`src/rtl/des_pkg.sv`:
```
// Shared DES key-schedule constants: PC-1/PC-2 index tables, rotation schedule, state encodings.
// Table entries use DES numbering: entry value 1 selects the MSB of the source vector.
package des_pkg;

  localparam int unsigned KEY_W    = 64;
  localparam int unsigned HALF_W   = 28;
  localparam int unsigned SUBKEY_W = 48;

  localparam int unsigned PC1 [56] = '{
    57, 49, 41, 33, 25, 17,  9,  1, 58, 50, 42, 34, 26, 18,
    10,  2, 59, 51, 43, 35, 27, 19, 11,  3, 60, 52, 44, 36,
    63, 55, 47, 39, 31, 23, 15,  7, 62, 54, 46, 38, 30, 22,
    14,  6, 61, 53, 45, 37, 29, 21, 13,  5, 28, 20, 12,  4
  };

  localparam int unsigned PC2 [48] = '{
    14, 17, 11, 24,  1,  5,  3, 28, 15,  6, 21, 10,
    23, 19, 12,  4, 26,  8, 16,  7, 27, 20, 13,  2,
    41, 52, 31, 37, 47, 55, 30, 40, 51, 45, 33, 48,
    44, 49, 39, 56, 34, 53, 46, 42, 50, 36, 29, 32
  };

  localparam int unsigned SHIFT_SCHED [16] = '{1, 1, 2, 2, 2, 2, 2, 2, 1, 2, 2, 2, 2, 2, 2, 1};

  typedef enum logic [1:0] {
    KS_EMPTY  = 2'd0,
    KS_ACTIVE = 2'd1,
    KS_DONE   = 2'd2
  } ks_state_e;

  function automatic logic [HALF_W-1:0] rot_l(input logic [HALF_W-1:0] x, input logic two);
    return two ? {x[HALF_W-3:0], x[HALF_W-1:HALF_W-2]} : {x[HALF_W-2:0], x[HALF_W-1]};
  endfunction

  function automatic logic [HALF_W-1:0] rot_r(input logic [HALF_W-1:0] x, input logic two);
    return two ? {x[1:0], x[HALF_W-1:2]} : {x[0], x[HALF_W-1:1]};
  endfunction

endpackage

```
`src/rtl/des_key_schedule_if.sv`:
```
// Strobe/subkey bundle between the DES control FSM (master) and the key schedule (slave).
interface des_key_schedule_if;
  import des_pkg::*;

  logic [KEY_W-1:0]    key_in;
  logic                mode;
  logic                load_input;
  logic                key_shift_en;
  logic                key_perm_en;
  logic [SUBKEY_W-1:0] subkey;
  logic                subkey_valid;
  logic [4:0]          shift_cnt;
  logic                sched_done;
  logic                seq_err;
  logic                parity_err;

  modport master (
    output key_in, mode, load_input, key_shift_en, key_perm_en,
    input  subkey, subkey_valid, shift_cnt, sched_done, seq_err, parity_err
  );

  modport slave (
    input  key_in, mode, load_input, key_shift_en, key_perm_en,
    output subkey, subkey_valid, shift_cnt, sched_done, seq_err, parity_err
  );
endinterface

```
`src/rtl/des_pc2.sv`:
```
// Combinational PC-2 compression: 56-bit {C,D} to 48-bit round key (bit 47 = output bit 1).
module des_pc2
  import des_pkg::*;
(
  input  logic [2*HALF_W-1:0] cd_i,
  output logic [SUBKEY_W-1:0] subkey_o
);

  always_comb begin
    subkey_o = '0;
    for (int i = 0; i < SUBKEY_W; i++) begin
      subkey_o[SUBKEY_W-1-i] = cd_i[2*HALF_W-PC2[i]];
    end
  end

endmodule

```
`src/rtl/des_key_schedule.sv`:
```
// DES key schedule: PC-1 load, per-round C/D rotation, registered PC-2 subkey with valid pulse.
// Optional DES_KEY_PARITY_CHECK_EN adds an odd-parity check of key_in on load.
module des_key_schedule
  import des_pkg::*;
#(
  parameter int unsigned NUM_ROUNDS = 16
) (
  input  logic               clk,
  input  logic               reset,
  des_key_schedule_if.slave  bus
);

  ks_state_e           state_q, state_d;
  logic [HALF_W-1:0]   c_q, c_d, d_q, d_d;
  logic                mode_q, mode_d;
  logic [4:0]          cnt_q, cnt_d;
  logic [SUBKEY_W-1:0] subkey_q, subkey_d;
  logic                valid_q, valid_d;
  logic                seq_err_q, seq_err_d;

  logic [2*HALF_W-1:0] pc1_cd;
  logic [SUBKEY_W-1:0] pc2_out;
  logic [3:0]          sched_idx;
  logic                two_step;

  always_comb begin
    pc1_cd = '0;
    for (int i = 0; i < 2*HALF_W; i++) begin
      pc1_cd[2*HALF_W-1-i] = bus.key_in[KEY_W-PC1[i]];
    end
  end

  des_pc2 u_pc2 (
    .cd_i     ({c_q, d_q}),
    .subkey_o (pc2_out)
  );

  // Decrypt walks the schedule backwards, so round k uses the amount of round 16-k.
  always_comb begin
    sched_idx = mode_q ? 4'(5'd16 - cnt_q) : cnt_q[3:0];
    two_step  = (SHIFT_SCHED[sched_idx] == 2);
  end

  always_comb begin
    state_d   = state_q;
    c_d       = c_q;
    d_d       = d_q;
    mode_d    = mode_q;
    cnt_d     = cnt_q;
    subkey_d  = subkey_q;
    valid_d   = 1'b0;
    seq_err_d = seq_err_q;

    if (bus.key_perm_en) begin
      subkey_d = pc2_out;
      valid_d  = 1'b1;
      if (state_q == KS_EMPTY) seq_err_d = 1'b1;
    end

    if (bus.load_input) begin
      c_d       = pc1_cd[2*HALF_W-1:HALF_W];
      d_d       = pc1_cd[HALF_W-1:0];
      mode_d    = bus.mode;
      cnt_d     = '0;
      seq_err_d = 1'b0;
      state_d   = KS_ACTIVE;
    end else if (bus.key_shift_en) begin
      if (state_q == KS_ACTIVE) begin
        if (!mode_q) begin
          c_d = rot_l(c_q, two_step);
          d_d = rot_l(d_q, two_step);
        end else if (cnt_q != '0) begin
          // First decrypt shift leaves C0/D0 in place: it already equals C16/D16.
          c_d = rot_r(c_q, two_step);
          d_d = rot_r(d_q, two_step);
        end
        cnt_d = cnt_q + 5'd1;
        if (cnt_d == 5'(NUM_ROUNDS)) state_d = KS_DONE;
      end else begin
        seq_err_d = 1'b1;
      end
    end
  end

  always_ff @(posedge clk or posedge reset) begin
    if (reset) begin
      state_q   <= KS_EMPTY;
      c_q       <= '0;
      d_q       <= '0;
      mode_q    <= 1'b0;
      cnt_q     <= '0;
      subkey_q  <= '0;
      valid_q   <= 1'b0;
      seq_err_q <= 1'b0;
    end else begin
      state_q   <= state_d;
      c_q       <= c_d;
      d_q       <= d_d;
      mode_q    <= mode_d;
      cnt_q     <= cnt_d;
      subkey_q  <= subkey_d;
      valid_q   <= valid_d;
      seq_err_q <= seq_err_d;
    end
  end

`ifdef DES_KEY_PARITY_CHECK_EN
  logic par_bad;
  logic parity_err_q, parity_err_d;

  always_comb begin
    par_bad = 1'b0;
    for (int b = 0; b < 8; b++) begin
      par_bad = par_bad | ~(^bus.key_in[8*b +: 8]);
    end
    parity_err_d = bus.load_input ? par_bad : parity_err_q;
  end

  always_ff @(posedge clk or posedge reset) begin
    if (reset) parity_err_q <= 1'b0;
    else       parity_err_q <= parity_err_d;
  end

  assign bus.parity_err = parity_err_q;
`else
  // Parity bits are dropped by PC-1; fold them so they are not flagged as dangling.
  logic unused_parity_bits;
  assign unused_parity_bits = ^{bus.key_in[56], bus.key_in[48], bus.key_in[40], bus.key_in[32],
                                bus.key_in[24], bus.key_in[16], bus.key_in[8], bus.key_in[0]};
  assign bus.parity_err = 1'b0;
`endif

  assign bus.subkey       = subkey_q;
  assign bus.subkey_valid = valid_q;
  assign bus.shift_cnt    = cnt_q;
  assign bus.sched_done   = (state_q == KS_DONE);
  assign bus.seq_err      = seq_err_q;

endmodule

```
`src/flat_wrapper.sv`:
```
// flat-port wrapper written by rule: the top's interface ports become plain ports
module des_key_schedule_flat import des_pkg::*;
#(
  parameter int unsigned NUM_ROUNDS = 16
)
  (clk, reset, bus_key_in, bus_mode, bus_load_input, bus_key_shift_en, bus_key_perm_en, bus_subkey, bus_subkey_valid, bus_shift_cnt, bus_sched_done, bus_seq_err, bus_parity_err);
  des_key_schedule_if bus_i ();
  input  logic clk;
  input  logic reset;
  input wire logic [$bits(bus_i.key_in)-1:0] bus_key_in;
  input wire logic [$bits(bus_i.mode)-1:0] bus_mode;
  input wire logic [$bits(bus_i.load_input)-1:0] bus_load_input;
  input wire logic [$bits(bus_i.key_shift_en)-1:0] bus_key_shift_en;
  input wire logic [$bits(bus_i.key_perm_en)-1:0] bus_key_perm_en;
  output wire logic [$bits(bus_i.subkey)-1:0] bus_subkey;
  output wire logic [$bits(bus_i.subkey_valid)-1:0] bus_subkey_valid;
  output wire logic [$bits(bus_i.shift_cnt)-1:0] bus_shift_cnt;
  output wire logic [$bits(bus_i.sched_done)-1:0] bus_sched_done;
  output wire logic [$bits(bus_i.seq_err)-1:0] bus_seq_err;
  output wire logic [$bits(bus_i.parity_err)-1:0] bus_parity_err;
  assign bus_i.key_in = bus_key_in;
  assign bus_i.mode = bus_mode;
  assign bus_i.load_input = bus_load_input;
  assign bus_i.key_shift_en = bus_key_shift_en;
  assign bus_i.key_perm_en = bus_key_perm_en;
  assign bus_subkey = bus_i.subkey;
  assign bus_subkey_valid = bus_i.subkey_valid;
  assign bus_shift_cnt = bus_i.shift_cnt;
  assign bus_sched_done = bus_i.sched_done;
  assign bus_seq_err = bus_i.seq_err;
  assign bus_parity_err = bus_i.parity_err;
  des_key_schedule #(.NUM_ROUNDS(NUM_ROUNDS)) u_core (.clk(clk), .reset(reset), .bus(bus_i));
endmodule
```
`config.mk`:
```
export PLATFORM = sky130hd
export DESIGN_NAME = des_key_schedule_flat
export DESIGN_NICKNAME = d
export VERILOG_FILES = /design/src/rtl/des_pkg.sv /design/src/rtl/des_key_schedule_if.sv /design/src/rtl/des_pc2.sv /design/src/rtl/des_key_schedule.sv /design/src/flat_wrapper.sv
export SDC_FILE = /design/constraint.sdc
export NUM_CORES = 1
export LEC_CHECK = 0
export ABC_AREA = 1
export CAP_MARGIN = 15
export CORE_MARGIN = 3
export CORE_UTILIZATION = 50
export CTS_CLUSTER_SIZE = 25
export DETAILED_ROUTE_END_ITERATION = 8
export PLACE_DENSITY = 0.73
export SLEW_MARGIN = 20
export SYNTH_ARGS = -nofsm -noshare
export SYNTH_HDL_FRONTEND = slang
export SYNTH_HIERARCHICAL = 1
export SYNTH_SLANG_ARGS = --single-unit
export TNS_END_PERCENT = 1
```
`constraint.sdc`:
```
create_clock -name clk -period 5.55 [get_ports clk]
set_input_delay 1.3875 -clock clk [delete_from_list [all_inputs] [get_ports clk]]
set_output_delay 1.3875 -clock clk [all_outputs]
set_load 0.01 [all_outputs]
```
==> flow_summary.toml <==
[sta]
slew-limit-headroom_pct = 26.9
grt_setup_unrepaired = "false"
fmax_mhz = 298
tns_ps = 0
tightest_slew_ps = 1090
worst_clock_skew_ps = 6.10
fin_crit_sh_pct = 60.6
drv_slew = 0
setup_violations = 0
hold_viol = 0
min_period_ps = 3360
layout_setup_ws_ps = 2190

[floorplanning]
coreArea_sq_um = 13900
io_pins = 127
die_area_sq_um = 15800
die_x_microns = 126
initial_core_util_pct = 51.3
die_h_microns = 126
fp-row-count = 43

[cts]
tritoncts = "built"
clockBufferDepth = 2
clock-sinks = 114
cts_resized = 0
cts_root_buffer = "clkbuf_16"
htreeDepth = 4
numCtsBuffers = 17
postCtsSetupBuffers = 0
cts_hold_buf = 0
clkTransAtPathRegs_ps = 50
insertion_delay_ps = 410

[setup_path]
required_ps = 5850
cp-end-kind = "flip-flop"
start_kind = "input pin"
cp_data_arrival_time_ps = 3660
path_max_fanout = 98
worstSetupPathType = "input pin to flip-flop"

[synthesis]
syn_nets = 1186
avgSynthCellArea_sq_um = 6.42
syn_area_sq_um = 7150
synthCells = 1114
ys_types = 20
yosysSeqAreaShare_pct = 39.9
ys_warn_count = 6
ys_seq_elements = 114

[finish]
multiInputGateArea_sq_um = 3160
final_cell_mix = "nand2_1 (554), inv_1 (125), nand3_1 (119)"
diodes = 0
stdcell_area_sq_um = 8550
final_common_cell = "nand2_1"
drive_gt1_share_pct = 4.22
fillCellCount = 1320
utilization_pct = 61.3
final_nets = 1223
ff_latch_area_sq_um = 2850
area_delta_synth_final_pct = 19.5

[detailed_routing]
ant_nets = 0
vias_per_cell = 5.06
wl_per_cell_microns = 13.6
drtIter0Drc = 585
first_pass_iters = 5
wirelength_microns = 18200
num_vias = 6779
drc = 0

[job]
maxCapViolations = 0

[outcome]
status = "finished clean"

[grt]
grt_overflow = 0
grt_max_degree = 99
antenna_found_initial = 0
grt_pass1_vias = 6271
grt.total_usage_pct = 23.6
grt_pass1_wl_microns = 30600

[pwr]
total_power_mw = 3.35
peakVddDrop_v = 0.000192
power_density_nw_per_um2 = 392
leakage_nw = 4.76

[worst_hold_path]
hold_path_class = "flip-flop to flip-flop"

[place]
port_buffers = 117
dp_slack_ps = 1790
place_congestion = 0.872
dpl_cell_area_sq_um = 7960
hpwl_microns = 11600
[path summary, 6_finish.rpt]
path                                    startpoint               endpoint  slack [ps]  depth (start not counted)
setup / recovery                    bus_load_input         u_core/c_q[15]        2190                          9
hold / removal               u_core/bus.subkey[38]  u_core/bus.subkey[38]         470                          2
setup reg to reg           u_core/bus.shift_cnt[0]         u_core/d_q[27]        2210                         15
hold reg to reg              u_core/bus.subkey[38]  u_core/bus.subkey[38]         470                          2
max in group asynchronous                    reset          u_core/c_q[0]        3200                          3
min in group asynchronous                    reset  u_core/bus.subkey[10]        1480                          2
[layer usage]
| layer | track usage (%) | share of wire (%) | vias up |
|---|---|---|---|
| li1 | - | - | 3419 |
| met4 | 6.95 | 1.3 | 0 |
| met2 | 35.1 | 45 | 235 |
| met5 | 0 | 0 | - |
| met1 | 35.4 | 48 | 3105 |
| met3 | 4.37 | 6.3 | 20 |
[flip-flops by register name, summed over array words and instances (netlist names)]
register / count
u_core/bus.shift_cnt: 5
u_core/c_q: 28
u_core/state_q: 2
u_core/mode_q: 1
u_core/d_q: 28
u_core/bus.subkey_valid: 1
u_core/bus.subkey: 48
u_core/bus.seq_err: 1
[final cells by class]
type | instances | share of cell area, %
clock buffers | 24 | 5.99
clock inverters | 5 | 0.878
inverters | 128 | 5.65
multi-input cells | 763 | 37.0
flip-flops and latches | 114 | 33.4
well taps | 180 | 2.64
repair buffers | 127 | 14.5
[worst max-delay path: stages]
cell and delay [ps]:
buf_2 480, inv_1 180, nand2_1 240, nand2_4 560
buf_4 440, a21oi_1 130, nand3_1 90, nand2_1 70
inv_1 40
[stage by stage]
step	hold WS, ps	cells
after floorplan	509	1114
final	466	1341
after global placement	452	1312
after global routing	492	1341
after detailed placement	457	1312
after CTS	471	1341
[cells by family after synthesis]
family                     share of synthesized area [%]
buffers and inverters                               16.3
and+or+nand+nor                                     38.4
DFF                                                 39.9
other                                             0.0524
xor gates and xnor gates                           0.245
adders and majority gates                          0.350
AOI/OAI and AO/OA                                   4.72
[cells in the mapped netlist, drive strengths merged]
| library cell | n | area [sq um] |
|---|---|---|
| nand2 | 558 | 2090 |
| inv | 128 | 480 |
| nand3 | 119 | 596 |
| dfrtp | 114 | 2850 |
| buf | 80 | 578 |
| a21oi | 57 | 285 |
| clkbuf | 29 | 109 |
| nor2 | 14 | 52.6 |
| o21ai | 5 | 25.0 |
| o22ai | 3 | 18.8 |
| ha | 2 | 25.0 |
| conb | 1 | 3.75 |
| nor4 | 1 | 6.26 |
| o32ai | 1 | 8.76 |
| xnor2 | 1 | 8.76 |
| xor2 | 1 | 8.76 |
[power by group]
group / internal (mW) / leakage (nW) / switching, mW / total [mW]
sequential: 1.02 / 1.36 / 0.161 / 1.18
combinational: 0.453 / 3.11 / 0.638 / 1.09
clock: 0.721 / 0.294 / 0.359 / 1.08
total: 2.19 / 4.76 / 1.16 / 3.35
(Power assumes the default switching activity.)
